--- src/rtl/lcd_pll_supervisor_if.sv ---
// Bundle between the LCD PLL supervisor and the PLL / LCD-domain consumers.
// master: the supervisor (samples pll_lock, drives the control/status outputs).
// slave : the PLL and LCD side (drives pll_lock, observes everything else).
interface lcd_pll_supervisor_if;
  logic       pll_lock;   // PLL lock output, asynchronous to clk
  logic       pll_reset;  // PLL reset request, active high
  logic       lcd_rst_n;  // LCD-domain reset, active low
  logic       ready;      // PLL locked and LCD domain released
  logic       fault;      // sticky, retries exhausted
  logic [1:0] retry_cnt;  // lock timeouts since last successful lock
  logic       lock_lost;  // one-cycle pulse on lock drop while running

  modport master (
    input  pll_lock,
    output pll_reset, lcd_rst_n, ready, fault, retry_cnt, lock_lost
  );

  modport slave (
    output pll_lock,
    input  pll_reset, lcd_rst_n, ready, fault, retry_cnt, lock_lost
  );
endinterface

--- src/rtl/lcd_pll_supervisor.sv ---
// Sequencer and health monitor for the LCD pixel-clock PLL: pulses the PLL
// reset, waits for a stable synchronized lock, then releases the LCD domain.
// Ports: clk (25 MHz reference), rst_n (sync, active low), sup (master modport:
// pll_lock in; pll_reset, lcd_rst_n, ready, fault, retry_cnt, lock_lost out).
// Build option LCD_PLL_WATCHDOG_EN adds the WAIT timeout, retry count and FAULT.
// All outputs are registered and decoded from the next state.
module lcd_pll_supervisor #(
  parameter int STABLE_CYCLES = 1024,
  parameter int RESET_CYCLES  = 16,
  parameter int LOCK_TIMEOUT  = 65536,
  parameter int MAX_RETRY     = 3
) (
  input  logic                        clk,
  input  logic                        rst_n,
  lcd_pll_supervisor_if.master        sup
);

  if (STABLE_CYCLES < 1 || RESET_CYCLES < 1 || LOCK_TIMEOUT < 1 ||
      MAX_RETRY < 0 || MAX_RETRY > 3) begin : g_bad_params
    $error("lcd_pll_supervisor: illegal parameter value");
  end

  localparam int RST_W = (RESET_CYCLES  > 1) ? $clog2(RESET_CYCLES)  : 1;
  localparam int STB_W = (STABLE_CYCLES > 1) ? $clog2(STABLE_CYCLES) : 1;
  localparam logic [RST_W-1:0] RST_LAST = RST_W'(RESET_CYCLES - 1);
  localparam logic [STB_W-1:0] STB_LAST = STB_W'(STABLE_CYCLES - 1);

  typedef enum logic [2:0] {
    S_PLLRST = 3'd0,
    S_WAIT   = 3'd1,
    S_STABLE = 3'd2,
    S_RUN    = 3'd3,
    S_FAULT  = 3'd4
  } state_e;

  state_e           state_q, state_d;
  logic             lock_meta_q, lock_s_q;
  logic [RST_W-1:0] rst_cnt_q;
  logic [STB_W-1:0] stb_cnt_q;
  logic             pll_reset_q, run_q, lock_lost_q;

`ifdef LCD_PLL_WATCHDOG_EN
  localparam int TMO_W = (LOCK_TIMEOUT > 1) ? $clog2(LOCK_TIMEOUT) : 1;
  localparam logic [TMO_W-1:0] TMO_LAST  = TMO_W'(LOCK_TIMEOUT - 1);
  localparam logic [1:0]       RETRY_MAX = 2'(MAX_RETRY);

  logic [TMO_W-1:0] tmo_cnt_q;
  logic [1:0]       retry_q, retry_d;
  logic             fault_q;
`endif

  // Next-state decode; only the synchronized lock is ever looked at.
  always_comb begin
    state_d = state_q;
`ifdef LCD_PLL_WATCHDOG_EN
    retry_d = retry_q;
`endif
    case (state_q)
      S_PLLRST: if (rst_cnt_q == RST_LAST) state_d = S_WAIT;
      S_WAIT: begin
        // Lock takes priority over a timeout landing on the same cycle.
        if (lock_s_q) begin
          state_d = S_STABLE;
        end
`ifdef LCD_PLL_WATCHDOG_EN
        else if (tmo_cnt_q == TMO_LAST) begin
          if (retry_q == RETRY_MAX) begin
            state_d = S_FAULT;
          end else begin
            state_d = S_PLLRST;
            retry_d = retry_q + 2'd1;
          end
        end
`endif
      end
      S_STABLE: begin
        if (!lock_s_q) begin
          state_d = S_WAIT;
        end else if (stb_cnt_q == STB_LAST) begin
          state_d = S_RUN;
`ifdef LCD_PLL_WATCHDOG_EN
          retry_d = 2'd0;
`endif
        end
      end
      // A lock drop in RUN re-sequences without counting as a retry.
      S_RUN: if (!lock_s_q) state_d = S_PLLRST;
`ifdef LCD_PLL_WATCHDOG_EN
      S_FAULT: state_d = S_FAULT;
`endif
      default: state_d = S_PLLRST;
    endcase
  end

  always_ff @(posedge clk) begin
    if (!rst_n) begin
      lock_meta_q <= 1'b0;
      lock_s_q    <= 1'b0;
      state_q     <= S_PLLRST;
      rst_cnt_q   <= '0;
      stb_cnt_q   <= '0;
      pll_reset_q <= 1'b1;
      run_q       <= 1'b0;
      lock_lost_q <= 1'b0;
`ifdef LCD_PLL_WATCHDOG_EN
      tmo_cnt_q   <= '0;
      retry_q     <= 2'd0;
      fault_q     <= 1'b0;
`endif
    end else begin
      lock_meta_q <= sup.pll_lock;
      lock_s_q    <= lock_meta_q;
      state_q     <= state_d;
      // Counters run only while staying in their state and are zero on
      // entry, so they never reach past their terminal value.
      rst_cnt_q   <= (state_q == S_PLLRST && state_d == S_PLLRST) ? rst_cnt_q + 1'b1 : '0;
      stb_cnt_q   <= (state_q == S_STABLE && state_d == S_STABLE) ? stb_cnt_q + 1'b1 : '0;
      pll_reset_q <= (state_d == S_PLLRST) || (state_d == S_FAULT);
      run_q       <= (state_d == S_RUN);
      lock_lost_q <= (state_q == S_RUN) && (state_d == S_PLLRST);
`ifdef LCD_PLL_WATCHDOG_EN
      tmo_cnt_q   <= (state_q == S_WAIT && state_d == S_WAIT) ? tmo_cnt_q + 1'b1 : '0;
      retry_q     <= retry_d;
      fault_q     <= (state_d == S_FAULT);
`endif
    end
  end

  assign sup.pll_reset = pll_reset_q;
  assign sup.lcd_rst_n = run_q;
  assign sup.ready     = run_q;
  assign sup.lock_lost = lock_lost_q;
`ifdef LCD_PLL_WATCHDOG_EN
  assign sup.fault     = fault_q;
  assign sup.retry_cnt = retry_q;
`else
  assign sup.fault     = 1'b0;
  assign sup.retry_cnt = 2'd0;
`endif

endmodule

--- src/flat_wrapper.sv ---
// flat-port wrapper written by rule: the top's interface ports become plain ports
module lcd_pll_supervisor_flat 
#(
  parameter int STABLE_CYCLES = 1024,
  parameter int RESET_CYCLES  = 16,
  parameter int LOCK_TIMEOUT  = 65536,
  parameter int MAX_RETRY     = 3
)
  (clk, rst_n, sup_pll_lock, sup_pll_reset, sup_lcd_rst_n, sup_ready, sup_fault, sup_retry_cnt, sup_lock_lost);
  lcd_pll_supervisor_if sup_i ();
  input  logic clk;
  input  logic rst_n;
  input wire logic [$bits(sup_i.pll_lock)-1:0] sup_pll_lock;
  output wire logic [$bits(sup_i.pll_reset)-1:0] sup_pll_reset;
  output wire logic [$bits(sup_i.lcd_rst_n)-1:0] sup_lcd_rst_n;
  output wire logic [$bits(sup_i.ready)-1:0] sup_ready;
  output wire logic [$bits(sup_i.fault)-1:0] sup_fault;
  output wire logic [$bits(sup_i.retry_cnt)-1:0] sup_retry_cnt;
  output wire logic [$bits(sup_i.lock_lost)-1:0] sup_lock_lost;
  assign sup_i.pll_lock = sup_pll_lock;
  assign sup_pll_reset = sup_i.pll_reset;
  assign sup_lcd_rst_n = sup_i.lcd_rst_n;
  assign sup_ready = sup_i.ready;
  assign sup_fault = sup_i.fault;
  assign sup_retry_cnt = sup_i.retry_cnt;
  assign sup_lock_lost = sup_i.lock_lost;
  lcd_pll_supervisor #(.STABLE_CYCLES(STABLE_CYCLES), .RESET_CYCLES(RESET_CYCLES), .LOCK_TIMEOUT(LOCK_TIMEOUT), .MAX_RETRY(MAX_RETRY)) u_core (.clk(clk), .rst_n(rst_n), .sup(sup_i));
endmodule
--- config.mk ---
export PLATFORM = sky130hd
export DESIGN_NAME = lcd_pll_supervisor_flat
export DESIGN_NICKNAME = d
export VERILOG_FILES = /design/src/rtl/lcd_pll_supervisor_if.sv /design/src/rtl/lcd_pll_supervisor.sv /design/src/flat_wrapper.sv
export SDC_FILE = /design/constraint.sdc
export NUM_CORES = 1
export LEC_CHECK = 0
export ABC_AREA = 1
export BUFFER_PORTS_ARGS = -buffer_cell sky130_fd_sc_hd__buf_2
export CAP_MARGIN = 10
export CORE_ASPECT_RATIO = 1.5
export CORE_MARGIN = 2
export CORE_UTILIZATION = 36
export CTS_BUF_LIST = sky130_fd_sc_hd__clkbuf_8
export DETAILED_ROUTE_END_ITERATION = 10
export PLACE_DENSITY = 0.62
export SLEW_MARGIN = 20
export SYNTH_ARGS = -nofsm -noshare
export SYNTH_HDL_FRONTEND = slang
export SYNTH_SLANG_ARGS = --single-unit
--- constraint.sdc ---
create_clock -name clk -period 1.9 [get_ports clk]
set_input_delay 0.19 -clock clk [delete_from_list [all_inputs] [get_ports clk]]
set_output_delay 0.19 -clock clk [all_outputs]
set_load 0.03 [all_outputs]
==> run metrics <==
Avg Inst Size Synth=8.07 sq um; YS warnings=0; Site Rows=22; final hold violation count=0; Num CTS Buffers=3; via count=657; Largest stage delay, worst path=0.36 ns; commonest cells in the synthesized netlist=25 x nor2_1, 22 x dfxtp_1, 22 x nand2_1; first-pass GRT wire length=2410 microns; status=completed; IO Count=10; diodes inserted=0; global-route usage over all layers=10.5%; largest net degree at the start of global routing=13; # setup viols final=0; area growth from synthesis to layout=10.2%; Clock Latency Late Sink=0.26 ns; H-tree levels=1; fin crit share=71.7%; Floorplan Core Area=2480 sq um; CTS tree=done; Post-synth EDFFs=0; maximum vdd drop=0.000636 V; drt via density=4.38; die area=3060 sq um; initial antenna violation count=0; area leader, netlist=dfxtp_1; # hold bufs at CTS=0; Pins Over Slew Limit=0; RD Place Congestion=0.803; gr ovfl total=0; most frequent cell on the critical path=nand2_1; Clock Sinks=22; Worst-path clk slew=0.07 ns; crit start category=flop; Routed met3 length=17 microns; Cell Pwr Density=793 nW/um^2; Post-route DRC=0; setup_tns=0 ns; post-CTS sizing=0; Seq/Total Area, Yosys=46.6%; CP Max Fanout=4; Post-CTS Setup Inserts=0; Req. time, crit path=2.05 ns; Die H=66.7 microns; Nets=132; largest cells by area after synthesis=dfxtp_1 47%, nor2_1 9.9%, nand2_1 8.7%; delay-heaviest family, CP=simple AND/OR/NAND/NOR gates; DRT iter0 DRCs=9; Max stage delay cell, worst path=dfxtp_1; Mapped Cells=117; DR WL/cell=9.18 microns; Final ANT Viol Nets=0; top sig layer=met4; Synth cell types=18; RSZ-0062 raised after global routing=false; layout cell share with drive strength beyond 1=15.1%; most common cell in the netlist=nor2_1; Seq cells post-synth=22; vias in the first global route=657; Initial Util=38.1%; Leakage=0.451 nW; ys flop type=dfxtp_1; met2 wire length=705 microns; Final min period=1.36 ns; achievable clock frequency=0.734 GHz; Async SR Flop Fraction=0%; Post-Syn Area=945 sq um; kind of critical path=flop to flop; Max Clock Skew=0.00240 ns; input/output buffers=6; total design power=0.825 mW; worst endpoint data arrival time=1.51 ns; Die X=45.8 microns; top cell type's share of synthesized area=46.6%; DP Wirelength=1050 microns; Clock Root Buffer=clkbuf_8; met1 wire length=639 microns; Buf+Inv Stages, Crit Path=0; final setup margin=0.537 ns; first-pass detailed-route iteration total=4; Max-Cap Viols=0; Setup WS pre-CTS=0.524 ns; WL final=1380 microns; HP Class=input pin to flop; Clock Tree Buf Depth=2; crit end category=flop; cells along the critical path=ha_1, nand2_1, nor2_2, nand3_1, nand2_1, nand2_2, nand4_1, nor2_1
[registers in the layout (all words and copies together), names as in the netlist]
name,count
u_core.stb_cnt_q,10
u_core.rst_cnt_q,4
u_core.state_q,3
u_core.lock_meta_q,1
u_core.lock_s_q,1
u_core.sup.lcd_rst_n,1
u_core.sup.lock_lost,1
u_core.sup.pll_reset,1
[metal layers]
metal  vias up  global-route usage (%)
met5         -                       0
met4         0                    5.36
met3         4                    1.63
met2         6                    19.0
met1       289                    11.0
li1        358                       -
[kinds of logic after synthesis]
kind of cell,count (synthesis),share of synthesized area (%)
simple gates,63,32.5
xor+xnor,9,8.34
buf+inv,20,9.54
other cells,1,0.397
fa+ha+maj,2,2.65
flops,22,46.6
[placed cells by master, fill, tap and decap left out, types with 2 or more instances in the layout]
cell | Yosys | routed
nand3_1 | 6 | 6
xnor2_1 | 4 | 4
inv_1 | 15 | 15
conb_1 | 1 | 4
xor2_1 | 5 | 5
nor2_2 | 3 | 3
buf_2 | 0 | 6
ha_1 | 2 | 2
nor2_4 | 2 | 2
dfxtp_1 | 22 | 22
nor2_1 | 25 | 25
nand2_1 | 22 | 22
clkbuf_8 | 0 | 4
[area by class of cell]
class                           count  area [sq um]
Sequential cell                    22           440
Fill cell                         251          1440
Timing Repair Buffer                6          30.0
Tap cell                           24          30.0
Clock buffer                        4          55.1
Inverter                           16          60.1
Multi-Input combinational cell     78           425
[per-stage QoR]
step           std cells  util, %  instance area (sq um)  hold WS (ns)
2_1_floorplan        120        -                    956         0.260
3_3_place_gp         146     39.8                    986         0.375
3_5_place_dp         146     39.8                    986         0.380
4_1_cts              150     42.0                   1040         0.108
5_1_grt              150     42.0                   1040         0.113
6_report             150     42.0                   1040         0.111
[where the power goes]
group          switching, mW  internal, mW  total (mW)
clock                  0.141         0.184       0.326
sequential           0.00415         0.467       0.471
combinational         0.0217       0.00698      0.0287
[tightest hold or removal path, delay by kind of cell]
family	cells	cell delay, ns
and+or+nand+nor	1	0.04
buffers and inverters	2	0.11
[worst paths after layout]
check	from	end	slack, ns	cells after the start
worst max-delay path	u_core.stb_cnt_q[0]	u_core.rst_cnt_q[3]	0.54	8
worst min-delay path	sup_pll_lock	u_core.lock_meta_q	0.11	3
worst max register to register	u_core.stb_cnt_q[0]	u_core.rst_cnt_q[3]	0.54	8
worst min register to register	u_core.lock_meta_q	u_core.lock_s_q	0.42	2
(Power assumes the default switching activity.)
